$ cat config.mk
export PLATFORM = sky130hd
export DESIGN_NAME = xt_keycode_fifo_flat
export DESIGN_NICKNAME = d
export VERILOG_FILES = /design/src/rtl/xt_keycode_fifo_if.sv /design/src/rtl/xt_keycode_fifo.sv /design/src/flat_wrapper.sv
export SDC_FILE = /design/constraint.sdc
export NUM_CORES = 1
export LEC_CHECK = 0
export ABC_CLOCK_PERIOD_IN_PS = 2700
export CORE_UTILIZATION = 40
export CTS_BUF_LIST = sky130_fd_sc_hd__clkbuf_8
export CTS_CLUSTER_DIAMETER = 100
export DETAILED_ROUTE_END_ITERATION = 6
export GPL_TIMING_DRIVEN = 0
export SYNTH_ARGS = -nofsm -noshare
export SYNTH_HDL_FRONTEND = slang
export SYNTH_SLANG_ARGS = --single-unit
export TNS_END_PERCENT = 20
$ cat constraint.sdc
create_clock -name clock -period 2.7 [get_ports clock]
set_input_delay 0.27 -clock clock [delete_from_list [all_inputs] [get_ports clock]]
set_output_delay 0.27 -clock clock [all_outputs]
set_load 0.01 [all_outputs]
$ cat src/rtl/xt_keycode_fifo_if.sv
// Keycode FIFO bus: the translator capture handshake, the host-side
// valid/pop reader port, and the status/control lines.
interface xt_keycode_fifo_if #(
    parameter int DEPTH_LOG2 = 3
);
    logic                  xt_irq;
    logic [7:0]            xt_keycode;
    logic                  xt_clear_keycode;
    logic                  flush;
    logic                  pop;
    logic                  data_valid;
    logic [7:0]            data_out;
    logic [DEPTH_LOG2:0]   count;
    logic                  overflow;
    logic                  overflow_clear;

    // Environment side: translator, host reader and control.
    modport master (
        output xt_irq, xt_keycode, flush, pop, overflow_clear,
        input  xt_clear_keycode, data_valid, data_out, count, overflow
    );

    // FIFO side.
    modport slave (
        input  xt_irq, xt_keycode, flush, pop, overflow_clear,
        output xt_clear_keycode, data_valid, data_out, count, overflow
    );
endinterface

$ cat src/rtl/xt_keycode_fifo.sv
// XT keycode FIFO: captures one code per translator irq assertion, queues
// it, and exposes the head through a valid/pop port. All flops update on
// the falling edge of clock; reset is asynchronous and active-high.
module xt_keycode_fifo #(
    parameter int DEPTH_LOG2 = 3
) (
    input  logic              clock,
    input  logic              reset,
    xt_keycode_fifo_if.slave  bus
);
    localparam int DEPTH = 2 ** DEPTH_LOG2;
    localparam int CW    = DEPTH_LOG2 + 1;

    logic                  clr_q, clr_d;
    logic [DEPTH_LOG2-1:0] wr_ptr_q, wr_ptr_d;
    logic [DEPTH_LOG2-1:0] rd_ptr_q, rd_ptr_d;
    logic [CW-1:0]         count_q, count_d;
    logic                  overflow_q, overflow_d;
    logic [7:0]            mem_q [DEPTH];

    logic push, do_pop, full, wr_en, ovf_set;

    // Next-state: handshake, push/pop bookkeeping, overflow, flush priority.
    always_comb begin
        push   = bus.xt_irq && !clr_q;
        full   = (count_q == CW'(DEPTH));
        do_pop = bus.pop && (count_q != '0);
        // A full FIFO still accepts a code when the same cycle pops the head.
        wr_en   = push && (!full || do_pop);
        ovf_set = push && full && !do_pop;

        // Acknowledge follows irq, so a held irq is captured only once;
        // it still acknowledges during flush or overflow so the translator
        // never stalls.
        clr_d      = bus.xt_irq;
        wr_ptr_d   = wr_ptr_q + DEPTH_LOG2'(wr_en);
        rd_ptr_d   = rd_ptr_q + DEPTH_LOG2'(do_pop);
        count_d    = count_q + CW'(wr_en) - CW'(do_pop);
        // A coinciding clear loses to a new overflow event.
        overflow_d = ovf_set || (overflow_q && !bus.overflow_clear);

        if (bus.flush) begin
            wr_en      = 1'b0;
            wr_ptr_d   = '0;
            rd_ptr_d   = '0;
            count_d    = '0;
            overflow_d = 1'b0;
        end
    end

    // Control state registers.
    always_ff @(negedge clock or posedge reset) begin
        if (reset) begin
            clr_q      <= 1'b0;
            wr_ptr_q   <= '0;
            rd_ptr_q   <= '0;
            count_q    <= '0;
            overflow_q <= 1'b0;
        end else begin
            clr_q      <= clr_d;
            wr_ptr_q   <= wr_ptr_d;
            rd_ptr_q   <= rd_ptr_d;
            count_q    <= count_d;
            overflow_q <= overflow_d;
        end
    end

    // Storage array; contents are don't-care until written, so no reset.
    always_ff @(negedge clock) begin
        if (wr_en) mem_q[wr_ptr_q] <= bus.xt_keycode;
    end

    // Outputs straight from registers; head reads as zero when empty.
    always_comb begin
        bus.xt_clear_keycode = clr_q;
        bus.data_valid       = (count_q != '0);
        bus.data_out         = bus.data_valid ? mem_q[rd_ptr_q] : 8'h00;
        bus.count            = count_q;
        bus.overflow         = overflow_q;
    end
endmodule
$ cat src/flat_wrapper.sv
// flat-port wrapper written by rule: the top's interface ports become plain ports
module xt_keycode_fifo_flat 
#(
    parameter int DEPTH_LOG2 = 3
)
  (clock, reset, bus_xt_irq, bus_xt_keycode, bus_flush, bus_pop, bus_overflow_clear, bus_xt_clear_keycode, bus_data_valid, bus_data_out, bus_count, bus_overflow);
  xt_keycode_fifo_if #(.DEPTH_LOG2(DEPTH_LOG2)) bus_i ();
  input  logic clock;
  input  logic reset;
  input wire logic [$bits(bus_i.xt_irq)-1:0] bus_xt_irq;
  input wire logic [$bits(bus_i.xt_keycode)-1:0] bus_xt_keycode;
  input wire logic [$bits(bus_i.flush)-1:0] bus_flush;
  input wire logic [$bits(bus_i.pop)-1:0] bus_pop;
  input wire logic [$bits(bus_i.overflow_clear)-1:0] bus_overflow_clear;
  output wire logic [$bits(bus_i.xt_clear_keycode)-1:0] bus_xt_clear_keycode;
  output wire logic [$bits(bus_i.data_valid)-1:0] bus_data_valid;
  output wire logic [$bits(bus_i.data_out)-1:0] bus_data_out;
  output wire logic [$bits(bus_i.count)-1:0] bus_count;
  output wire logic [$bits(bus_i.overflow)-1:0] bus_overflow;
  assign bus_i.xt_irq = bus_xt_irq;
  assign bus_i.xt_keycode = bus_xt_keycode;
  assign bus_i.flush = bus_flush;
  assign bus_i.pop = bus_pop;
  assign bus_i.overflow_clear = bus_overflow_clear;
  assign bus_xt_clear_keycode = bus_i.xt_clear_keycode;
  assign bus_data_valid = bus_i.data_valid;
  assign bus_data_out = bus_i.data_out;
  assign bus_count = bus_i.count;
  assign bus_overflow = bus_i.overflow;
  xt_keycode_fifo #(.DEPTH_LOG2(DEPTH_LOG2)) u_core (.clock(clock), .reset(reset), .bus(bus_i));
endmodule
Word-level counts from Yosys, hierarchy flattened. Memory sizes are Yosys's and may differ from the RTL's. Index checks and enable logic that the tools add are counted.

Memory bits (writable): 64. Output and inout port bits: 15. Memories kept: 1. Logic and storage cells: 32. Register bits: 12.

Memory list: u_core.mem_q (depth 8, bits a word 8, rd ports 1, clocked after Yosys merged registers in 0, write ports 1, RTL line xt_keycode_fifo.sv:19) `logic [7:0] mem_q [DEPTH];`.

Add/sub/neg operators: 4. Mux-type cells: 8. Reduce and logical (&&, ||, !) cells: 13. Equal/unequal tests: 1.

Operators with widths (number): $mux 8 (1); $add 3x1->3 (2); $logic_and 1x1->1 (6); $mux 3 (2); $add 4x1->4 (1); $eq 4x4->1 const B (1); $logic_not 1->1 (4); $mux 1 (4); $mux 4 (1); $reduce_bool 4->1 (1); $sub 4x1->4 (1); $logic_or 1x1->1 (2).

Longest topological paths before layout.
Depth in word-level cells: 7. Gate-level depth with buffers: 10. Mapped depth without buffers: 10.

==> results.toml <==
[placement]
pre_cts_slack_ns = -1.13
dp_hpwl_mm = 3.87
portBuffers = 28
dp.cells = 337
place.gp.congestion = 0.747

[synth]
synth_edf_count = 64
synth_top_area_cell = "edfxtp_1"
synth_area_sq_mm = 0.00321
synth_top_area_share_pct = 59.9
yosys-top-cells-area = "edfxtp_1, mux2i_1, dfrtn_1"
synthArstFlopShare_pct = 15.8
synthTopCellsByCount = "edfxtp_1, mux2i_1, a22oi_1"
synth_warnings = 0
syn_inst = 207
syn_nets = 230
ys_ff_latch = 76
post_synth.cell_area_avg_sq_um = 15.5
synth-seq-area-share_pct = 69.2
yosysMostFrequentCell = "edfxtp_1"
synth_ff_type = "edfxtp_1"
synth_cell_types = 34

[pwr]
pwr_density_cell_mw_per_mm2 = 856
ir_drop_mv = 0.334
power.total_mw = 3.81
p_seq_share_pct = 36.2
p_sw_share_pct = 33.2
p_sw_mw = 1.27
p_clk_share_pct = 33.3
power_leakage_nw = 1.83
power_frac_comb_pct = 30.4
p_int_mw = 2.55

[cells_and_area]
multi_input_area_sq_mm = 0.00104
ff_latch_area_sq_mm = 0.00222
drive_above_1_share_pct = 25.5
fillers = 603
area_delta_synth_final_pct = 38.8
nets = 348
antennaDiodeCount = 0
finish.utilization_pct = 57.7
stdcell_count = 432

[die]
initial_core_util_pct = 41.5
ios = 29
core_sq_mm = 0.00773
die_w_um = 91.6
die_h_um = 91.6
fp.dieArea_sq_mm = 0.00839
row_count = 32

[clock_tree]
insertion_delay_ns = 0.41
root_buffer = "clkbuf_8"
cts_tree = "yes"
clk_pin_slew_ns = 0.06
cts_max_level = 3
cts_buffer_depth = 2
cts_sinks = 76
numCtsBuffers = 9

[route]
routed_via_density = 4.91
routed-via-count = 2123
drtPass1Iterations = 4
ant_nets = 0
drc = 0
routed_wl_mm = 7.01
wl_per_cell_um = 16.2
drt-initial-drc-count = 106

[critical_path]
critPathArrivalTime_ns = 3.08
crit_path_end_kind = "output pin"
criticalPathCategory = "reg -> out"
critPathRequiredTime_ns = 2.43
setup.worst_path.start_class = "flop"
rr_worst_depth = 8
crit_fanout = 8

[flow_run]
max-cap-violations = 0

[timing]
fin_skew_ns = 0.0758
drv_slew = 0
finalHoldViolations = 0
worst_pin_slew_ns = 0.739
finalWorstSetupSlack_ns = -0.650
rsz0062_at_grt = "true"
relSlewSlack_pct = 50.4
setup_viol = 42
tns_ns = -7.76

[grt]
grt_overflow = 0
grt_pass1_vias = 2211
antenna_found_initial = 0
gr-usage-all-layers_pct = 17.9
grt_max_degree = 15
grt_pass1_wl_mm = 10.6

[worst_hold_path]
hold_class = "reg -> reg"
holdPathStages = 2

[outcome]
run_status = "complete, but fails checks"
violations = "setup timing"
metrics by stage:
| stage | hold WS (ns) | cell area, sq um |
|---|---|---|
| 2_1_floorplan | 0.489 | 3250 |
| 3_3_place_gp | 0.510 | 3650 |
| 3_5_place_dp | 0.514 | 3650 |
| 4_1_cts | 0.529 | 4340 |
| 5_1_grt | 0.587 | 4460 |
| 6_report | 0.522 | 4460 |
logic make-up (layout without fill, tap and decap cells):
group,after synthesis,count (layout),share of synthesized area (%)
fa+ha+maj,9,9,3.74
mux,33,33,10.3
xor+xnor,3,3,0.819
compound gates,25,25,5.58
simple gates,43,43,7.80
flops,76,76,69.2
buf+inv,18,141,2.49
layout make-up:
| class | count | area share, % |
|---|---|---|
| clock buffer | 9 | 2.78 |
| timing repair buffer | 45 | 10.4 |
| sequential | 76 | 49.9 |
| multi-input combinational | 113 | 23.4 |
| inverter | 8 | 0.674 |
| tap | 102 | 2.86 |
| clock inverter | 71 | 7.39 |
| buffer | 8 | 2.56 |
state kept, by name (all words and copies together), names as in the netlist:
signal                       count
u_core.mem_q                    64
u_core.bus.count                 4
u_core.rd_ptr_q                  3
u_core.wr_ptr_q                  3
u_core.bus.overflow              1
u_core.bus.xt_clear_keycode      1
timing repair:
item / in CTS / in global routing
gates cloned: 1 / 3
hold buffers: 0 / 0
gates resized for setup: 111 / 9
pin swaps: 9 / 15
endpoints found under the setup margin: 88 / 47
buffers inserted: 10 / 3
worst max-delay path: stages, from the launching register on:
cell       delay, ns
dfrtn_1         0.44
buf_8           0.17
clkbuf_16       0.17
mux2i_1         0.18
a22oi_1         0.10
and3_4          0.22
buf_6           0.11
power groups by stage:
stage          sequential, mW  combinational (mW)  clock, mW
2_1_floorplan            1.39               0.493      0.143
3_3_place_gp             1.39               0.863      0.143
3_5_place_dp             1.39               0.865      0.143
4_1_cts                  1.38                1.05       1.31
5_1_grt                  1.39                1.24       1.41
6_report                 1.38                1.16       1.27
layout by cell type (no fill, tap or decap), types with 5 or more instances in the layout:
| cell | instances |
|---|---|
| clkbuf_8 | 10 |
| dfrtn_1 | 12 |
| inv_1 | 70 |
| and3_1 | 6 |
| nor2b_1 | 8 |
| nor2_1 | 5 |
| buf_2 | 9 |
| mux2i_1 | 30 |
| buf_12 | 5 |
| buf_6 | 6 |
| a22oi_1 | 16 |
| edfxtp_1 | 64 |
| ha_1 | 6 |
| clkdlybuf4s50_1 | 10 |
| buf_4 | 10 |
worst paths after layout:
kind,from,endpoint,slack (ns)
hold reg to reg,u_core.bus.overflow,u_core.bus.overflow,0.52
setup / recovery,u_core.rd_ptr_q[1],bus_data_out[5],-0.65
max in group asynchronous,reset,u_core.wr_ptr_q[2],0.81
setup reg to reg,u_core.bus.count[2],u_core.mem_q[2][3],0.24
min in group asynchronous,reset,u_core.bus.count[2],1.51
hold / removal,u_core.bus.overflow,u_core.bus.overflow,0.52
routing by layer:
layer / up-vias / wire length, um / track usage (%)
met4: 0 / 144 / 12.6
met5: - / 0 / 0
li1: 1025 / - / -
met1: 1044 / 3120 / 21.4
met3: 13 / 247 / 5.11
met2: 41 / 3500 / 27.9
No activity file was read; power rests on OpenSTA's default activity.
